<file path="src/rtl/wb_arb_pkg.sv">
// Shared encodings for the two-master Wishbone BRAM arbiter: FSM states,
// master indices and bus widths.
package wb_arb_pkg;

  typedef enum logic [1:0] {
    ST_IDLE = 2'd0,
    ST_XFER = 2'd1,
    ST_RESP = 2'd2
  } state_e;

  localparam int M_QSPI  = 0;
  localparam int M_AUX   = 1;
  localparam int WB_DW   = 32;
  localparam int WB_SELW = 4;

endpackage

</file>
<file path="src/rtl/rr_arb2.sv">
// Two-way round-robin picker: a lone requester always wins, on a tie the
// master named by rr_ptr wins. Purely combinational, one-hot result.
module rr_arb2
  import wb_arb_pkg::*;
(
  input  logic [1:0] req,
  input  logic       rr_ptr,
  output logic [1:0] gnt
);

  always_comb begin
    gnt = req;
    if (req == 2'b11) begin
      gnt = 2'b00;
      gnt[rr_ptr ? M_AUX : M_QSPI] = 1'b1;
    end
  end

endmodule

</file>
<file path="src/rtl/wb_bram_arb.sv">
// Wishbone-classic two-master arbiter/controller for a single-port 1-cycle BRAM.
// Optional idle-lock timeout enabled by defining WBARB_TIMEOUT_EN.
module wb_bram_arb
  import wb_arb_pkg::*;
#(
  parameter int AW     = 9,
  parameter int DEPTH  = 512,
  parameter int TO_CYC = 255
) (
  input  logic                sys_clk,
  input  logic                rst_n,
  input  logic                m0_cyc_i,
  input  logic                m0_stb_i,
  input  logic [31:0]         m0_adr_i,
  input  logic                m0_we_i,
  input  logic [WB_SELW-1:0]  m0_sel_i,
  input  logic [WB_DW-1:0]    m0_dat_i,
  output logic [WB_DW-1:0]    m0_dat_o,
  output logic                m0_ack_o,
  output logic                m0_err_o,
  input  logic                m1_cyc_i,
  input  logic                m1_stb_i,
  input  logic [31:0]         m1_adr_i,
  input  logic                m1_we_i,
  input  logic [WB_SELW-1:0]  m1_sel_i,
  input  logic [WB_DW-1:0]    m1_dat_i,
  output logic [WB_DW-1:0]    m1_dat_o,
  output logic                m1_ack_o,
  output logic                m1_err_o,
  output logic                mem_en,
  output logic [AW-1:0]       mem_addr,
  output logic [WB_SELW-1:0]  mem_we,
  output logic [WB_DW-1:0]    mem_din,
  input  logic [WB_DW-1:0]    mem_dout,
  output logic [1:0]          grant,
  output logic                timeout_o
);

  state_e             state_q, state_d;
  logic [1:0]         grant_q, grant_d;
  logic               rr_ptr_q, rr_ptr_d;
  logic [1:0]         ack_q, ack_d;
  logic [1:0]         err_q, err_d;
  logic               rd_q, rd_d;
  logic [WB_DW-1:0]   dat0_q, dat0_d;
  logic [WB_DW-1:0]   dat1_q, dat1_d;
  logic               timeout_q, timeout_d;
`ifdef WBARB_TIMEOUT_EN
  logic [7:0]         to_cnt_q, to_cnt_d;
`else
  logic [7:0]         unused_to_cyc;
  assign unused_to_cyc = 8'(TO_CYC);
`endif

  logic [1:0]         req, win;
  logic               own, own_cyc, own_stb, own_we, in_range;
  logic [31:0]        own_adr;
  logic [WB_SELW-1:0] own_sel;
  logic [WB_DW-1:0]   own_dat;
  logic [1:0]         unused_adr_lo;

  assign req = {m1_cyc_i & m1_stb_i, m0_cyc_i & m0_stb_i};

  rr_arb2 u_rr_arb2 (
    .req    (req),
    .rr_ptr (rr_ptr_q),
    .gnt    (win)
  );

  // Owner mux defaults to master 0 when idle; mem_en gates every side effect.
  assign own      = grant_q[M_AUX];
  assign own_cyc  = own ? m1_cyc_i : m0_cyc_i;
  assign own_stb  = own ? m1_stb_i : m0_stb_i;
  assign own_we   = own ? m1_we_i  : m0_we_i;
  assign own_adr  = own ? m1_adr_i : m0_adr_i;
  assign own_sel  = own ? m1_sel_i : m0_sel_i;
  assign own_dat  = own ? m1_dat_i : m0_dat_i;
  assign in_range = ({2'b00, own_adr[31:2]} < 32'(DEPTH));
  assign unused_adr_lo = own_adr[1:0];

  assign mem_en   = (state_q == ST_XFER) & own_cyc & own_stb & in_range;
  assign mem_addr = own_adr[AW+1:2];
  assign mem_we   = {WB_SELW{own_we}} & own_sel & {WB_SELW{mem_en}};
  assign mem_din  = own_dat;

  // Read data comes straight from the BRAM while ack is up, then is held.
  assign m0_ack_o = ack_q[M_QSPI];
  assign m1_ack_o = ack_q[M_AUX];
  assign m0_err_o = err_q[M_QSPI];
  assign m1_err_o = err_q[M_AUX];
  assign m0_dat_o = (ack_q[M_QSPI] & rd_q) ? mem_dout : dat0_q;
  assign m1_dat_o = (ack_q[M_AUX] & rd_q) ? mem_dout : dat1_q;
  assign grant    = grant_q;
  assign timeout_o = timeout_q;

  always_comb begin
    state_d   = state_q;
    grant_d   = grant_q;
    rr_ptr_d  = rr_ptr_q;
    ack_d     = 2'b00;
    err_d     = 2'b00;
    rd_d      = rd_q;
    dat0_d    = dat0_q;
    dat1_d    = dat1_q;
    timeout_d = 1'b0;
`ifdef WBARB_TIMEOUT_EN
    to_cnt_d  = 8'd0;
`endif
    case (state_q)
      ST_IDLE: begin
        if (|req) begin
          grant_d = win;
          state_d = ST_XFER;
        end
      end
      ST_XFER: begin
        if (!own_cyc) begin
          state_d  = ST_IDLE;
          grant_d  = 2'b00;
          rr_ptr_d = ~own;
        end else if (own_stb) begin
          state_d = ST_RESP;
          rd_d    = ~own_we;
          if (in_range) ack_d = grant_q;
          else          err_d = grant_q;
        end else begin
`ifdef WBARB_TIMEOUT_EN
          if (to_cnt_q == 8'(TO_CYC - 1)) begin
            state_d   = ST_IDLE;
            grant_d   = 2'b00;
            rr_ptr_d  = ~own;
            timeout_d = 1'b1;
          end else begin
            to_cnt_d = to_cnt_q + 8'd1;
          end
`endif
        end
      end
      ST_RESP: begin
        if (ack_q[M_QSPI] & rd_q) dat0_d = mem_dout;
        if (ack_q[M_AUX] & rd_q)  dat1_d = mem_dout;
        if (own_cyc) begin
          state_d = ST_XFER;
        end else begin
          state_d  = ST_IDLE;
          grant_d  = 2'b00;
          rr_ptr_d = ~own;
        end
      end
      default: begin
        state_d = ST_IDLE;
        grant_d = 2'b00;
      end
    endcase
  end

  always_ff @(posedge sys_clk or negedge rst_n) begin
    if (!rst_n) begin
      state_q   <= ST_IDLE;
      grant_q   <= 2'b00;
      rr_ptr_q  <= 1'b0;
      ack_q     <= 2'b00;
      err_q     <= 2'b00;
      rd_q      <= 1'b0;
      dat0_q    <= '0;
      dat1_q    <= '0;
      timeout_q <= 1'b0;
`ifdef WBARB_TIMEOUT_EN
      to_cnt_q  <= 8'd0;
`endif
    end else begin
      state_q   <= state_d;
      grant_q   <= grant_d;
      rr_ptr_q  <= rr_ptr_d;
      ack_q     <= ack_d;
      err_q     <= err_d;
      rd_q      <= rd_d;
      dat0_q    <= dat0_d;
      dat1_q    <= dat1_d;
      timeout_q <= timeout_d;
`ifdef WBARB_TIMEOUT_EN
      to_cnt_q  <= to_cnt_d;
`endif
    end
  end

endmodule
</file>
<file path="config.mk">
export PLATFORM = sky130hd
export DESIGN_NAME = wb_bram_arb
export DESIGN_NICKNAME = d
export VERILOG_FILES = /design/src/rtl/wb_arb_pkg.sv /design/src/rtl/rr_arb2.sv /design/src/rtl/wb_bram_arb.sv
export SDC_FILE = /design/constraint.sdc
export NUM_CORES = 1
export LEC_CHECK = 0
export BUFFER_PORTS_ARGS = -buffer_cell sky130_fd_sc_hd__clkbuf_2
export CORE_ASPECT_RATIO = 0.5
export CORE_MARGIN = 1
export CORE_UTILIZATION = 38
export DETAILED_ROUTE_END_ITERATION = 12
export PLACE_DENSITY = 0.84
export SETUP_SLACK_MARGIN = 0.2
export SYNTH_ARGS = -nofsm -noshare
export SYNTH_HDL_FRONTEND = slang
export SYNTH_SLANG_ARGS = --single-unit
</file>
<file path="constraint.sdc">
create_clock -name sys_clk -period 2.9 [get_ports sys_clk]
set_clock_uncertainty 0.1 [all_clocks]
set_input_delay 0.725 -clock sys_clk [delete_from_list [all_inputs] [get_ports sys_clk]]
set_output_delay 0.725 -clock sys_clk [all_outputs]
set_load 0.05 [all_outputs]
</file>
# Word-level counts from Yosys, hierarchy flattened
# Cells that the tools add are included.
classes:
  n_mux: 28
  n_reduce_logical: 8
  eq_ne: 6
  order_cmp: 3
  bitwise: 12
op_table:
  columns: ["operator", "count"]
  rows:
  - ["32-bit 2-to-1 mux", 4]
  - ["32-bit by 1-bit greater-or-equal comparator with 1-bit output (second input constant)", 1]
  - ["32-bit by 3-bit less-than comparator with 1-bit output (second input constant)", 1]
  - ["30-bit by 10-bit less-than comparator with 1-bit output (second input constant)", 1]
  - ["2-bit 2-to-1 mux", 14]
  - ["4-bit bitwise AND", 2]
  - ["1-bit bitwise AND", 7]
  - ["1-bit 2-to-1 mux", 6]
  - ["2-bit one-hot mux with 3 select lines", 1]
  - ["2-bit AND reduction", 3]
  - ["2-bit == test (second input constant)", 2]
  - ["4-bit 2-to-1 mux", 1]
  - ["2-bit inequality test (second input constant)", 2]
  - ["2-bit one-hot mux with 2 select lines", 1]
  - ["2-bit OR reduction", 2]
  - ["3-bit inequality test (second input constant)", 1]
  - ["1-bit NOT", 3]
  - ["3-bit AND reduction", 1]
  - ["2-bit by 1-bit == test with 1-bit output (second input constant)", 1]
  - ["2-bit zero test", 1]
  - ["1-bit demux with 1-bit select", 1]
  - ["1-bit logical AND", 1]
word_totals:
  regBits: 74
  elab_cells: 65
  output_inout_bits: 117
  inputBits: 176

# Depth between registers and ports, before layout
depth:
  depth_word: 8
  ltp_mapped: 6
  depth_no_buf: 5

# Cells and area by module
# Synthesis repeated with hierarchy kept, for this count alone.
unflattened:
  hier_cells: 335
  area_unflattened_um2: 4346.7
modules_own_cells:
  columns: ["mod", "area_each_um2", "n_inst", "cells_each", "seq_area_each_um2"]
  rows:
  - ["wb_bram_arb", 4327.9, 1, 332, 1851.8]
  - ["rr_arb2", 18.8, 1, 3, 0.0]

# Worst setup path before layout
# Ideal clock, no wire load.
synth_path:
  path_type: "input -> output"
  start: "input port m0_adr_i[27]"
  end: "output port mem_we[0]"
  path_buffers: 1
  t_required_ns: 2.075
  stages: 4
  path_slack_ns: -1.607
  arrival_time_ns: 3.682
  path_cell_list: "or4_4 -> or4_1 -> buf_2 -> a2111oi_1"
synth_via:
  elab_chain_cells: 4
synth_lines:
  columns: ["item", "line", "rtl"]
  rows:
  - ["from (decl)", "wb_bram_arb.sv:14", "input logic [31:0] m0_adr_i,"]
  - ["32-bit 2-to-1 mux", "wb_bram_arb.sv:75", "assign own_adr = own ? m1_adr_i : m0_adr_i;"]
  - ["30-bit by 10-bit less-than comparator with 1-bit output", "wb_bram_arb.sv:78", "assign in_range = ({2'b00, own_adr[31:2]} < 32'(DEPTH));"]
  - ["1-bit bitwise AND", "wb_bram_arb.sv:81", "assign mem_en = (state_q == ST_XFER) & own_cyc & own_stb & in_range;"]
  - ["4-bit bitwise AND", "wb_bram_arb.sv:83", "assign mem_we = {WB_SELW{own_we}} & own_sel & {WB_SELW{mem_en}};"]
  - ["to (decl)", "wb_bram_arb.sv:32", "output logic [WB_SELW-1:0] mem_we,"]
# Every way passes these cells.

# Worst setup path after layout
# Ends and elaborated chain as after synthesis.

==> metrics.txt <==
Cells after Synth 334; vertical extent of the die 77.5 µm; residual DRC count 0; leading area contributor after synthesis sky130_fd_sc_hd__mux2_2; flip-flop and latch count after synthesis 74; library cell contributing the largest single delay on the critical path sky130_fd_sc_hd__or4_4; final period utilization 120%; number of nets produced by synthesis 514; cell seen most often among critical-path stages sky130_fd_sc_hd__or4_4; number of antenna violations at the first check in global routing 3; part of the Yosys area used for sequential elements 42.8%; pin count of the biggest net entering global routing 65; average instance area after synthesis 13.0 µm²; Final Hold Fails 0; post-synthesis to final-layout area growth 53.1%; Post-Syn Area 4330 µm²; overall global routing resource usage 24.8%; critical path depth in cells 6; Final Critical Period 3.48 ns; Power Dens Cells 668 nW/µm²; count of hold-fix buffers inserted at cts 0; transition time at the pin with the least slew margin 0.999 ns; fin util 60.0%; kind of cell with the highest combined delay on the critical path simple AND/OR/NAND/NOR gates; Max Fanout on Critical Path 5; number of buffers and inverters on the critical path 3; routed len/inst 18.8 µm; setup repair after global routing missed its margin true; Clock Root Buffer sky130_fd_sc_hd__clkbuf_16; detailed-placement wirelength estimate 11,700 µm; number of cell rows 27; run status finished with violations; vias in the first global route 4,086; total of warnings raised by yosys 0; CP Data Required Time 2.08 ns; Max stage delay on crit path 0.55 ns; Max clock buf depth 2; IR Drop Worst-Case VDD 0.630 mV; width of the die 153 µm; number of maximum-capacitance constraint violations 0; total leakage power 3.59 nW; distinct cell type count after synthesis 26; core box area 11,000 µm²; crit-path cells buf_6 -> or4_4 -> or4_4 -> buf_8 -> a2111oi_4 -> clkbuf_8; area of the die 11,800 µm²; latest clock arrival within the worst-skew pair 0.33 ns; clock buffers created by TritonCTS 9; Worst Setup End Kind output port; worst reg2reg setup slack 0.70 ns; aggregate routed wire length 14,700 µm; violated checks setup timing; Final setup violation count 5; critical path arrival 2.65 ns; Max Clk Rate 287 MHz; clk sink count 74; kind of path behind the tightest hold check input pin to asynchronous set/reset pin; number of flops mapped to enable cells by yosys 0; async set-or-reset flop fraction in the synthesized netlist 100%; leading cell types by total area after synthesis sky130_fd_sc_hd__mux2_2, sky130_fd_sc_hd__dfrtp_1, sky130_fd_sc_hd__mux2i_1; category of the worst setup path launch point input pin; global placer's final weighted congestion 0.888; Worst Setup Slack, final -0.580 ns; Register-to-Register Path Depth 7; critical path type input pin to output port; hold slack 0.320 ns; drt first-iter violations 263; headroom to the max-slew limit 31.5%; fraction of final layout cells with drive strength greater than 1 80.6%; GRT overflow 0; IO Count 293; post-layout net count 809; number of levels in the clock H-tree 3; Worst-path clk slew 0.06 ns; number of vias per cell 5.04; initial core utilization 39.2%; area share of the largest cell type after synthesis 45.0%; number of input and output port buffers inserted 287; fin. max-slew vios 0; flip-flop cell with the highest count after synthesis sky130_fd_sc_hd__dfrtp_1; detailed-routing iteration count for the pre-antenna-repair pass 4; number of nets with antenna violations after routing 0; via count 3,929; TritonCTS clock tree yes; wire length of the first global-routing pass 22,100 µm; Fill cells 898
routing by layer:
| metal | routed length (µm) | global-route usage (%) |
|---|---|---|
| met1 | 5740 | 28.9 |
| met5 | 39 | 0 |
| met4 | 239 | 6.97 |
| met3 | 1360 | 9.72 |
| met2 | 7280 | 42.7 |
state kept, by name, indices dropped and copies added, names as in the netlist:
| signal | cells |
|---|---|
| state_q | 2 |
| err_q | 2 |
| dat1_q | 32 |
| dat0_q | 32 |
| grant | 2 |
| rd_q | 1 |
| ack_q | 2 |
| rr_ptr_q | 1 |
stage by stage:
step                area (µm²)  power [mW]  TNS (ns)  worst slack (ns)  instances
floorplan                 4420        2.55     -2.68            -0.587        334
global placement          6120        3.01     -2.71            -0.580        761
detailed placement        6120        3.03     -2.95            -0.646        761
CTS                       6570        4.44     -2.38            -0.518        777
global route              6620        4.60     -2.85            -0.607        779
finish                    6620        4.43     -2.68            -0.580        780
layout make-up:
type                       instances  area (µm²)  share of cell area, %
multi-input combinational        233        2500                   37.8
inverter                           5        18.8                  0.283
tap                              145         181                   2.74
antenna                            1        2.50                 0.0378
timing repair buffer             306        1690                   25.5
clock buffer                      10         239                   3.61
clock inverter                     6         136                   2.06
sequential                        74        1850                   28.0
power breakdown:
| group | switching, mW | total (mW) | internal (mW) |
|---|---|---|---|
| registers | 0.0476 | 1.12 | 1.07 |
| clock network | 0.433 | 1.39 | 0.954 |
| logic | 1.27 | 1.92 | 0.651 |
| total | 1.75 | 4.43 | 2.68 |
cells by family after synthesis:
group / Yosys count / synth area share [%]
multiplexers: 180 / 46.6
flip-flops: 74 / 42.8
AND/OR/NAND/NOR: 30 / 4.08
buffers and inverters: 27 / 2.49
AO/OA/AOI/OAI: 18 / 2.75
adder cells (fa/ha/maj): 4 / 1.16
other: 1 / 0.0867
path summary, 6_finish.rpt:
kind,start,endpoint
hold / removal,rst_n,dat1_q[13]$_DFFE_PN0N_
setup / recovery,m0_adr_i[27],mem_we[0]
setup reg to reg,grant[1]$_DFFE_PN0P_,ack_q[0]$_DFF_PN0_
min in group sys_clk,dat0_q[22]$_DFFE_PN0N_,dat0_q[22]$_DFFE_PN0N_
max in group asynchronous,rst_n,dat1_q[27]$_DFFE_PN0N_
hold reg to reg,dat0_q[22]$_DFFE_PN0N_,dat0_q[22]$_DFFE_PN0N_
Yosys cell counts (3+ instances only):
cell / instances
sky130_fd_sc_hd__nand4_1: 3
sky130_fd_sc_hd__clkbuf_1: 7
sky130_fd_sc_hd__nor4_1: 9
sky130_fd_sc_hd__a21oi_1: 6
sky130_fd_sc_hd__inv_1: 5
sky130_fd_sc_hd__mux2i_1: 7
sky130_fd_sc_hd__o21ai_0: 4
sky130_fd_sc_hd__nor2_1: 3
sky130_fd_sc_hd__or4_1: 4
sky130_fd_sc_hd__dfrtp_1: 74
sky130_fd_sc_hd__a2111oi_1: 4
sky130_fd_sc_hd__mux2_2: 173
sky130_fd_sc_hd__ha_1: 4
sky130_fd_sc_hd__nand2_1: 5
sky130_fd_sc_hd__buf_1: 12
what timing repair did:
action	in CTS	in global routing
endpoints found under the setup margin	5	5
resized for setup	17	5
cloned	0	0
buffers inserted	0	2
pin swaps	2	3
placed cells by master, fill, tap and decap left out, drive strengths merged, types with 2 or more instances in the layout:
master | synthesis | layout
mux2i | 7 | 7
nor3 | 2 | 2
nand4 | 3 | 3
a2111oi | 4 | 4
o21ai | 4 | 4
or4 | 5 | 5
buf | 15 | 22
a31oi | 2 | 2
dfrtp | 74 | 74
a21oi | 6 | 6
nand2 | 5 | 5
nor2 | 3 | 3
mux2 | 173 | 173
inv | 5 | 6
ha | 4 | 4
nor4 | 9 | 9
bufinv | 0 | 4
clkbuf | 7 | 294
(Power assumes the default switching activity.)
